### src/rtl/inst_fetch_responder_pkg.sv
// Shared widths, state encoding and field types for the instruction-fetch responder.
// The line geometry is fixed here so the interface, buffer and top all agree.
package inst_fetch_responder_pkg;

  localparam int ADDR_W     = 32;
  localparam int DATA_W     = 32;
  localparam int LINE_WORDS = 4;
  localparam int IDX_W      = $clog2(LINE_WORDS);
  localparam int TAG_W      = ADDR_W - IDX_W - 2;

  typedef enum logic [1:0] {FS_IDLE, FS_REQ, FS_FILL} fetch_state_t;

  typedef logic [TAG_W-1:0] tag_t;
  typedef logic [IDX_W-1:0] idx_t;

endpackage

### src/rtl/inst_fetch_responder_if.sv
// Fetch port (CPU side) and burst port (backing memory side) of the responder.
// Master is the surrounding SOPC; slave is the responder itself.
interface inst_fetch_responder_if;
  import inst_fetch_responder_pkg::*;

  logic              rom_ce;
  logic [ADDR_W-1:0] inst_addr;
  logic [DATA_W-1:0] inst;
  logic              stall_req;
  logic              flush;

  logic              mem_req;
  logic [ADDR_W-1:0] mem_addr;
  logic              mem_gnt;
  logic              mem_rvalid;
  logic [DATA_W-1:0] mem_rdata;

  modport master (
    output rom_ce, inst_addr, flush, mem_gnt, mem_rvalid, mem_rdata,
    input  inst, stall_req, mem_req, mem_addr
  );

  modport slave (
    input  rom_ce, inst_addr, flush, mem_gnt, mem_rvalid, mem_rdata,
    output inst, stall_req, mem_req, mem_addr
  );

endinterface

### src/rtl/inst_fetch_responder_line_buf.sv
// One-line instruction buffer: word storage, stored tag, valid bit and tag compare.
// Word storage is intentionally not reset; only the valid bit guards its contents.
module inst_fetch_responder_line_buf
  import inst_fetch_responder_pkg::*;
(
  input  logic              clk,
  input  logic              rst_n,
  input  logic              we_i,
  input  idx_t              wrIdx_i,
  input  logic [DATA_W-1:0] wrData_i,
  input  idx_t              rdIdx_i,
  output logic [DATA_W-1:0] rdData_o,
  input  logic              setValid_i,
  input  logic              clrValid_i,
  input  tag_t              setTag_i,
  input  tag_t              cmpTag_i,
  output logic              hit_o
);

  logic [DATA_W-1:0] line_q [LINE_WORDS];
  tag_t              tag_q;
  logic              valid_q;

  always_ff @(posedge clk) begin
    if (we_i) begin
      line_q[wrIdx_i] <= wrData_i;
    end
  end

  // Setting wins over clearing: a completing refill always publishes its tag.
  always_ff @(posedge clk or negedge rst_n) begin
    if (!rst_n) begin
      valid_q <= 1'b0;
      tag_q   <= '0;
    end else if (setValid_i) begin
      valid_q <= 1'b1;
      tag_q   <= setTag_i;
    end else if (clrValid_i) begin
      valid_q <= 1'b0;
    end
  end

  assign rdData_o = line_q[rdIdx_i];
  assign hit_o    = valid_q && (tag_q == cmpTag_i);

endmodule

### src/rtl/inst_fetch_responder.sv
// Instruction-fetch responder: zero-latency hits from a one-line buffer, and on a
// miss a stalled burst refill from backing memory (IDLE -> REQ -> FILL -> IDLE).
module inst_fetch_responder
  import inst_fetch_responder_pkg::*;
(
  input  logic                 clk,
  input  logic                 rst_n,
  inst_fetch_responder_if.slave bus
);

  fetch_state_t      state_q, state_d;
  idx_t              cnt_q, cnt_d;
  tag_t              reqTag_q, reqTag_d;
  logic              flushPend_q, flushPend_d;

  tag_t              fetchTag;
  idx_t              fetchIdx;
  logic              lineHit;
  logic              fetchMiss;
  logic              beatIn;
  logic              lastBeat;
  logic              setValid;
  logic              clrValid;
  logic [DATA_W-1:0] lineWord;
  logic              unused_addrBits;

  assign fetchTag        = bus.inst_addr[ADDR_W-1:IDX_W+2];
  assign fetchIdx        = bus.inst_addr[IDX_W+1:2];
  assign unused_addrBits = ^bus.inst_addr[1:0];

  assign fetchMiss = bus.rom_ce && (state_q == FS_IDLE) && !lineHit;
  assign beatIn    = (state_q == FS_FILL) && bus.mem_rvalid;
  assign lastBeat  = beatIn && (cnt_q == idx_t'(LINE_WORDS - 1));

  // A flush seen at any point of the burst, including the last beat, keeps the line invalid.
  assign setValid  = lastBeat && !(flushPend_q || bus.flush);
  assign clrValid  = (state_q == FS_IDLE) && (bus.flush || fetchMiss);

  inst_fetch_responder_line_buf u_lineBuf (
    .clk        (clk),
    .rst_n      (rst_n),
    .we_i       (beatIn),
    .wrIdx_i    (cnt_q),
    .wrData_i   (bus.mem_rdata),
    .rdIdx_i    (fetchIdx),
    .rdData_o   (lineWord),
    .setValid_i (setValid),
    .clrValid_i (clrValid),
    .setTag_i   (reqTag_q),
    .cmpTag_i   (fetchTag),
    .hit_o      (lineHit)
  );

  always_ff @(posedge clk or negedge rst_n) begin
    if (!rst_n) begin
      state_q     <= FS_IDLE;
      cnt_q       <= '0;
      reqTag_q    <= '0;
      flushPend_q <= 1'b0;
    end else begin
      state_q     <= state_d;
      cnt_q       <= cnt_d;
      reqTag_q    <= reqTag_d;
      flushPend_q <= flushPend_d;
    end
  end

  always_comb begin
    state_d     = state_q;
    cnt_d       = cnt_q;
    reqTag_d    = reqTag_q;
    flushPend_d = flushPend_q;
    unique case (state_q)
      FS_IDLE: begin
        if (fetchMiss) begin
          state_d  = FS_REQ;
          reqTag_d = fetchTag;
        end
      end
      FS_REQ: begin
        if (bus.flush) flushPend_d = 1'b1;
        if (bus.mem_gnt) state_d = FS_FILL;
      end
      FS_FILL: begin
        if (bus.flush) flushPend_d = 1'b1;
        if (beatIn) cnt_d = cnt_q + idx_t'(1);
        if (lastBeat) begin
          state_d     = FS_IDLE;
          flushPend_d = 1'b0;
        end
      end
      default: state_d = FS_IDLE;
    endcase
  end

  // Fetch outputs are forced quiet while reset is held, even with rom_ce high.
  always_comb begin
    bus.inst      = '0;
    bus.stall_req = 1'b0;
    bus.mem_req   = (state_q == FS_REQ);
    if (rst_n && bus.rom_ce) begin
      if ((state_q == FS_IDLE) && lineHit) begin
        bus.inst = lineWord;
      end else begin
        bus.stall_req = 1'b1;
      end
    end
  end

  assign bus.mem_addr = {reqTag_q, {(IDX_W + 2){1'b0}}};

endmodule

### src/flat_wrapper.sv
// flat-port wrapper written by rule: the top's interface ports become plain ports
module inst_fetch_responder_flat import inst_fetch_responder_pkg::*;
  (clk, rst_n, bus_rom_ce, bus_inst_addr, bus_flush, bus_mem_gnt, bus_mem_rvalid, bus_mem_rdata, bus_inst, bus_stall_req, bus_mem_req, bus_mem_addr);
  inst_fetch_responder_if bus_i ();
  input  logic clk;
  input  logic rst_n;
  input wire logic [$bits(bus_i.rom_ce)-1:0] bus_rom_ce;
  input wire logic [$bits(bus_i.inst_addr)-1:0] bus_inst_addr;
  input wire logic [$bits(bus_i.flush)-1:0] bus_flush;
  input wire logic [$bits(bus_i.mem_gnt)-1:0] bus_mem_gnt;
  input wire logic [$bits(bus_i.mem_rvalid)-1:0] bus_mem_rvalid;
  input wire logic [$bits(bus_i.mem_rdata)-1:0] bus_mem_rdata;
  output wire logic [$bits(bus_i.inst)-1:0] bus_inst;
  output wire logic [$bits(bus_i.stall_req)-1:0] bus_stall_req;
  output wire logic [$bits(bus_i.mem_req)-1:0] bus_mem_req;
  output wire logic [$bits(bus_i.mem_addr)-1:0] bus_mem_addr;
  assign bus_i.rom_ce = bus_rom_ce;
  assign bus_i.inst_addr = bus_inst_addr;
  assign bus_i.flush = bus_flush;
  assign bus_i.mem_gnt = bus_mem_gnt;
  assign bus_i.mem_rvalid = bus_mem_rvalid;
  assign bus_i.mem_rdata = bus_mem_rdata;
  assign bus_inst = bus_i.inst;
  assign bus_stall_req = bus_i.stall_req;
  assign bus_mem_req = bus_i.mem_req;
  assign bus_mem_addr = bus_i.mem_addr;
  inst_fetch_responder u_core (.clk(clk), .rst_n(rst_n), .bus(bus_i));
endmodule
### config.mk
export PLATFORM = sky130hd
export DESIGN_NAME = inst_fetch_responder_flat
export DESIGN_NICKNAME = d
export VERILOG_FILES = /design/src/rtl/inst_fetch_responder_pkg.sv /design/src/rtl/inst_fetch_responder_if.sv /design/src/rtl/inst_fetch_responder_line_buf.sv /design/src/rtl/inst_fetch_responder.sv /design/src/flat_wrapper.sv
export SDC_FILE = /design/constraint.sdc
export NUM_CORES = 1
export LEC_CHECK = 0
export BUFFER_PORTS_ARGS = -buffer_cell sky130_fd_sc_hd__buf_4
export CAP_MARGIN = 20
export CORE_ASPECT_RATIO = 0.8
export CORE_MARGIN = 2
export CORE_UTILIZATION = 60
export CTS_CLUSTER_DIAMETER = 120
export DETAILED_ROUTE_END_ITERATION = 16
export GPL_TIMING_DRIVEN = 0
export PLACE_DENSITY = 0.85
export REMOVE_ABC_BUFFERS = 1
export SYNTH_ARGS = -nofsm -noshare
export SYNTH_HDL_FRONTEND = slang
export SYNTH_SLANG_ARGS = --single-unit
### constraint.sdc
create_clock -name clk -period 6.91 [get_ports clk]
set_input_delay 0.691 -clock clk [delete_from_list [all_inputs] [get_ports clk]]
set_output_delay 0.691 -clock clk [all_outputs]
set_load 0.005 [all_outputs]
==> insert_results.sql, run 1 <==
INSERT INTO impl_metrics (metric_group, metric, value, unit) VALUES
('status', 'outcome', 'finished, final reports clean', ''),
('synth', 'post_syn_area_per_cell', '18.2', 'um2'),
('pwr', 'power.static_leakage', '3.81', 'nW'),
('timing', 'timing.final.crit_period', '4270', 'ps'),
('clock_network', 'cts.clk_slew.worst_paths', '60', 'ps'),
('final_layout', 'layout-drive-gt1-share', '44.9', '%'),
('final_layout', 'area.growth.synth_to_final', '22.7', '%'),
('worst_setup_path', 'cp_data_required_time', '6220', 'ps'),
('worst_setup_path', 'cell_chain_of_the_critical_path', 'xor2_1 > or4_1 > nor4_1 > nand3_2 > nor2b_1 > buf_4', ''),
('synth', 'ys_ff_latch', '190', ''),
('clock_network', 'worst_skew_pair_later_pin_latency', '430', 'ps'),
('final_layout', 'nNetsFinal', '643', ''),
('timing', 'timing.hold.ws', '344', 'ps'),
('clock_network', 'cts-resized-gates', '0', ''),
('clock_network', 'clock-root-buffer', 'clkbuf_16', ''),
('timing', 'skew', '4.21', 'ps'),
('pwr', 'pwr_density_cell', '318', 'nW/um2'),
('synth', 'ys_types', '40', ''),
('grt', 'grt-ovfl-total', '0', ''),
('worst_hold_path', 'worstHoldPathType', 'primary input to async pin', ''),
('synth', 'post_synth_xor_area_fraction', '3.01', '%'),
('clock_network', 'hold_buf_count_cts', '0', ''),
('worst_setup_path', 'startpoint_type', 'flop', ''),
('synth', 'syn-cell-area', '7850', 'um2'),
('synth', 'post_synth_and_or_nand_nor_area_fraction', '5.79', '%'),
('synth', 'async_reset_ff_share', '32.6', '%'),
('timing', 'fin_setup_tns', '0', 'ps'),
('clock_network', 'cts.htree.levels', '4', ''),
('clock_network', 'cts_tree', 'built', ''),
('synth', 'synthesis.instances', '430', ''),
('floorplan', 'row_count', '37', ''),
('pwr', 'total_power', '0.00307', 'W'),
('floorplan', 'die_x', '132', 'um'),
('floorplan', 'floorplan.die_area', '14000', 'um2'),
('grt', 'maximum_number_of_pins_on_one_net_before_global_route_repair', '64', ''),
('timing', 'slew_viol_final', '0', ''),
('synth', 'netlist.area_leader.share', '49.0', '%'),
('floorplan', 'initial_utilization', '61.2', '%'),
('drt', 'dr.first_iter.drc_count', '288', ''),
('grt', 'grt_pass1_vias', '4629', ''),
('drt', 'dr_total_vias', '4255', ''),
('drt', 'detail_route.first_pass.iterations', '4', ''),
('synth', 'yosys.area_share.adder', '1.12', '%'),
('synth', 'synth_ff_type', 'edfxtp_1', ''),
('worst_setup_path', 'timing.reg2reg.setup_slack', '4180', 'ps'),
('grt', 'antenna_violations_before_repair', '0', ''),
('timing', 'final.period_utilization', '61.8', '%'),
('worst_setup_path', 'worstSetupPathType', 'flop to primary output', ''),
('synth', 'yosys.cell_count.top_type', 'edfxtp_1', ''),
('timing', 'unrepaired_setup_endpoints_after_global_routing', 'false', ''),
('synth', 'top_cells_by_count_synth', 'edfxtp_1, dfrtp_1, mux2_2', ''),
('clock_network', 'clock_tree.buffer_depth', '2', ''),
('clock_network', 'cts.repair_timing.setup_buffer_count', '0', ''),
('synth', 'synthesis.yosys.warnings', '0', ''),
('placement', 'globalplace.congestion', '0.755', ''),
('drt', 'post-route-drc-count', '0', ''),
('synth', 'multiplexer_share_of_the_synthesized_area', '17.9', '%'),
('placement', 'portBuffers', '129', ''),
('worst_setup_path', 'critical-path-max-stage-delay', '790', 'ps'),
('drt', 'ant_nets', '0', ''),
('worst_setup_path', 'worst_path_max_delay_cell', 'nand3_2', ''),
('pwr', 'max-vdd-ir-drop', '0.258', 'mV'),
('timing', 'final_hold_violation_count', '0', ''),
('final_layout', 'num_antenna_cells', '0', ''),
('floorplan', 'pin_count', '136', ''),
('synth', 'synth_top_cell_by_area', 'edfxtp_1', ''),
('grt', 'global_route.usage.total', '23.2', '%'),
('synth', 'yosysSeqAreaShare', '68.8', '%'),
('worst_setup_path', 'crit_arrival', '3580', 'ps'),
('worst_setup_path', 'end_kind', 'primary output', ''),
('timing', 'tightest_slew', '884', 'ps');
[layout make-up]
cell class	instances	area (um2)
Inverter	8	30.0
Tap cell	175	219
Timing Repair Buffer	134	1090
Clock inverter	14	141
Fill cell	771	3200
Clock buffer	18	429
Sequential cell	190	5400
Multi-Input combinational cell	215	2320
[critical path, delay by kind of cell (launching register included)]
kind / cells / cell delay, ps
and+or+nand+nor: 4 / 2410
DFF: 1 / 390
buffers and inverters: 1 / 180
xor gates and xnor gates: 1 / 150
[where the power goes]
| part | switching, W | internal [W] |
|---|---|---|
| clock | 0.000416 | 0.000533 |
| combinational | 0.000253 | 0.000357 |
| sequential | 0.000107 | 0.00140 |
[worst paths after layout]
path | from | end | cells after the start
min in group clk | bus_mem_rdata[31] | u_core.u_lineBuf.line_q[1][31] | 1
worst max-delay path | u_core.u_lineBuf.tag_q[20] | bus_inst[4] | 6
worst min register to register | u_core.u_lineBuf.tag_q[6] | u_core.u_lineBuf.tag_q[6] | 1
max in group asynchronous | rst_n | u_core.u_lineBuf.tag_q[12] | 1
worst max register to register | u_core.u_lineBuf.tag_q[25] | u_core.reqTag_q[6] | 7
worst min-delay path | rst_n | u_core.reqTag_q[14] | 1
[cells in the final DEF (no fill, tap or decap), types with 2 or more instances in the layout]
cell	n
and3_2	3
edfxtp_1	128
buf_16	4
inv_6	4
nand3_1	3
ha_1	7
xnor2_1	19
a21boi_0	2
bufinv_16	2
nor2b_1	33
mux2_2	48
o31ai_1	2
nor2_1	2
buf_4	129
o21ai_0	4
clkinv_2	5
clkinv_4	2
nand2b_1	6
conb_1	4
nand2_1	4
xor2_1	8
inv_1	8
nor4_1	3
nand4_1	8
a21oi_1	2
or4_1	3
dfrtp_1	62
mux4_2	32
clkbuf_16	17
mux2_4	9
[sequential cells by signal, summed over array words and instances, names as in the netlist]
name / flops
u_core.u_lineBuf.valid_q: 1
u_core.u_lineBuf.line_q: 128
u_core.cnt_q: 2
u_core.flushPend_q: 1
u_core.state_q: 2
u_core.reqTag_q: 28
u_core.u_lineBuf.tag_q: 28
[per-stage QoR]
step                      setup WS, ps  area [um2]  cells  utilization, %
after global placement            2260        8920    717            69.6
after global routing              2520        9630    754            75.1
after detailed placement          2740        9060    722            70.6
after CTS                         2690        9630    754            75.1
final                             2640        9630    754            75.1
after floorplan                   3520        7730    413               -
[layer usage]
layer  vias to the layer above  wire length, um  global-route usage (%)
li1                       1912                -                       -
met1                      2172             6340                    29.2
met2                       149             7570                    37.4
met3                        22             1090                    8.68
met4                         0              270                    8.85
met5                         -                0                       0
[cells by family (layout without fill, tap and decap cells)]
family,count (synthesis),in the layout
mux,90,90
xor+xnor,27,27
flops,190,190
other cells,1,4
compound gates,14,14
buf+inv,28,174
fa+ha+maj,7,7
simple gates,73,73
Note: power is estimated with default switching activity, not from simulation.
==> run 2, diff against run 1 <==
- CORE_UTILIZATION: 60 -> 56
- PLACE_DENSITY: 0.85 -> 0.8
- clock period: 6.91 -> 4 ns (I/O delays scaled with it)
==> insert_results.sql, run 2 (same netlist as run 1, synthesis figures left out) <==
INSERT INTO impl_metrics (metric_group, metric, value, unit) VALUES
('timing', 'final.period_utilization', '90.2', '%'),
('placement', 'dpl-instance-area', '9010', 'um2'),
('worst_setup_path', 'end_kind', 'primary output', ''),
('worst_setup_path', 'cp_data_required_time', '3600', 'ps'),
('pwr', 'max-vdd-ir-drop', '0.475', 'mV'),
('clock_network', 'clock_tree.buffer_depth', '2', ''),
('placement', 'portBuffers', '129', ''),
('grt', 'maximum_number_of_pins_on_one_net_before_global_route_repair', '64', ''),
('grt', 'antenna_violations_before_repair', '0', ''),
('clock_network', 'cts_tree', 'built', ''),
('final_layout', 'largest-register', 'u_core.u_lineBuf.line_q', ''),
('final_layout', 'largest_register_ff_count', '128', ''),
('floorplan', 'pin_count', '136', ''),
('worst_setup_path', 'cp-startpoint', 'u_core.u_lineBuf.tag_q[20]', ''),
('placement', 'dpl.hpwl', '9930', 'um'),
('floorplan', 'core', '13600', 'um2'),
('grt', 'grt-ovfl-total', '0', ''),
('final_layout', 'num_antenna_cells', '0', ''),
('drt', 'post_drt_wl_per_cell', '19.8', 'um'),
('drt', 'dr_total_vias', '4175', ''),
('worst_setup_path', 'regToRegStartpoint', 'u_core.u_lineBuf.tag_q[24]', ''),
('status', 'outcome', 'finished, final reports clean', ''),
('floorplan', 'die_x', '136', 'um'),
('final_layout', 'postLayoutCellArea', '9570', 'um2'),
('worst_setup_path', 'timing.reg2reg.setup_slack', '1360', 'ps'),
('clock_network', 'clock-root-buffer', 'clkbuf_16', ''),
('timing', 'final_hold_violation_count', '0', ''),
('final_layout', 'layout-drive-gt1-share', '44.4', '%'),
('drt', 'drt-vias-per-instance', '5.52', ''),
('worst_setup_path', 'timing.critical_path.to', 'bus_inst[7]', ''),
('flow_run', 'max_cap_viol_count', '0', ''),
('final_layout', 'mostFrequentLayoutCell', 'buf_4', ''),
('final_layout', 'nNetsFinal', '641', ''),
('timing', 'fin_setup_tns', '0', 'ps'),
('clock_network', 'cts_made_buffers', '17', ''),
('timing', 'slew_viol_final', '0', ''),
('floorplan', 'die_h', '110', 'um'),
('clock_network', 'cts.clk_slew.worst_paths', '60', 'ps'),
('worst_setup_path', 'critPathMaxFanout', '32', ''),
('drt', 'post-route-drc-count', '0', ''),
('final_layout', 'area.growth.synth_to_final', '22.0', '%'),
('clock_network', 'clock_sinks', '190', ''),
('worst_setup_path', 'worstSetupPathType', 'flop to primary output', ''),
('drt', 'drt_wl_total', '15000', 'um'),
('grt', 'wire_length_of_the_first_global_routing_pass', '23300', 'um'),
('clock_network', 'cts.repair_timing.setup_buffer_count', '0', ''),
('worst_hold_path', 'worstHoldPathType', 'primary input to async pin', ''),
('final_layout', 'final_cell_mix', 'buf_4, edfxtp_1, dfrtp_1', ''),
('pwr', 'pwr_density_cell', '546', 'nW/um2'),
('worst_setup_path', 'startpoint_type', 'flop', ''),
('clock_network', 'cts.htree.levels', '4', ''),
('grt', 'global_route.usage.total', '21.6', '%'),
('floorplan', 'initial_utilization', '57.5', '%'),
('drt', 'ant_nets', '0', ''),
('timing', 'timing.fmax', '277', 'MHz'),
('worst_setup_path', 'ff2ff_path_depth', '7', ''),
('floorplan', 'row_count', '38', ''),
('timing', 'unrepaired_setup_endpoints_after_global_routing', 'false', ''),
('floorplan', 'floorplan.die_area', '15000', 'um2'),
('final_layout', 'largestRegisters', 'u_core.u_lineBuf.line_q x128, u_core.reqTag_q x28, u_core.u_lineBuf.tag_q x28', ''),
('timing', 'tightest_slew', '854', 'ps'),
('clock_network', 'worst_skew_pair_later_pin_latency', '430', 'ps'),
('final_layout', 'layout.filler_cells', '855', ''),
('pwr', 'total_power', '0.00523', 'W'),
('worst_setup_path', 'crit_arrival', '3210', 'ps'),
('placement', 'globalplace.congestion', '0.776', ''),
('timing', 'skew', '10.6', 'ps'),
('pwr', 'power.static_leakage', '3.75', 'nW'),
('timing', 'slew_headroom', '42.5', '%'),
('timing', 'finalSetupViolations', '0', ''),
('drt', 'detail_route.first_pass.iterations', '4', ''),
('worst_setup_path', 'endpoint_of_the_lowest_slack_register_to_register_path', 'u_core.reqTag_q[14]', ''),
('grt', 'grt_pass1_vias', '4410', ''),
('timing', 'timing.final.crit_period', '3610', 'ps'),
('drt', 'dr.first_iter.drc_count', '191', '');
-- run 2: worst min path at each step --
stage,endpoint,from
2_1_floorplan,u_core.cnt_q[0],rst_n
3_3_place_gp,u_core.flushPend_q,u_core.flushPend_q
3_5_place_dp,u_core.u_lineBuf.tag_q[26],u_core.u_lineBuf.tag_q[26]
4_1_cts,u_core.u_lineBuf.tag_q[19],rst_n
5_1_grt,u_core.u_lineBuf.tag_q[22],rst_n
6_report,u_core.u_lineBuf.tag_q[22],rst_n
-- run 2: area by class of cell --
type	instances	area [um2]	share of cell area, %
repair buffers	132	1040	10.8
clock inverters	11	120	1.25
clock buffers	20	437	4.56
flip-flops and latches	190	5400	56.4
inverters	8	30.0	0.314
well taps	180	225	2.35
multi-input cells	215	2330	24.3
-- run 2: stage by stage --
step / utilization (%) / setup WS [ps] / hold slack [ps] / instances
floorplan: - / 1200 / 104 / 413
global placement: 65.4 / 18.1 / 502 / 722
detailed placement: 66.0 / 474 / 514 / 725
CTS: 70.1 / 162 / 79.0 / 756
global route: 70.1 / 203 / 113 / 756
finish: 70.1 / 393 / 57.6 / 756
-- run 2: where the power goes --
part	leakage [nW]	total, W	internal, W	switching [W]
sequential	1.95	0.00260	0.00242	0.000186
clock	0.252	0.00159	0.000911	0.000680
combinational	1.55	0.00103	0.000606	0.000428
-- run 2: timing repair --
action | CTS | global route
resized for setup | 0 | 1
setup endpoints to repair | 0 | 1
hold buffers | 0 | 0
-- run 2: routing by layer --
layer / track usage [%] / part of all wire (%)
met5: 0 / 0
met4: 8.85 / 1.1
met3: 6.73 / 5.6
met2: 35.9 / 51
met1: 26.5 / 42
-- run 2: critical path, stage by stage, from the launching register on --
cell	delay, ps
dfrtp_1	380
xor2_1	150
or4_1	580
nor4_1	650
nand3_4	530
nor2b_1	310
buf_4	150
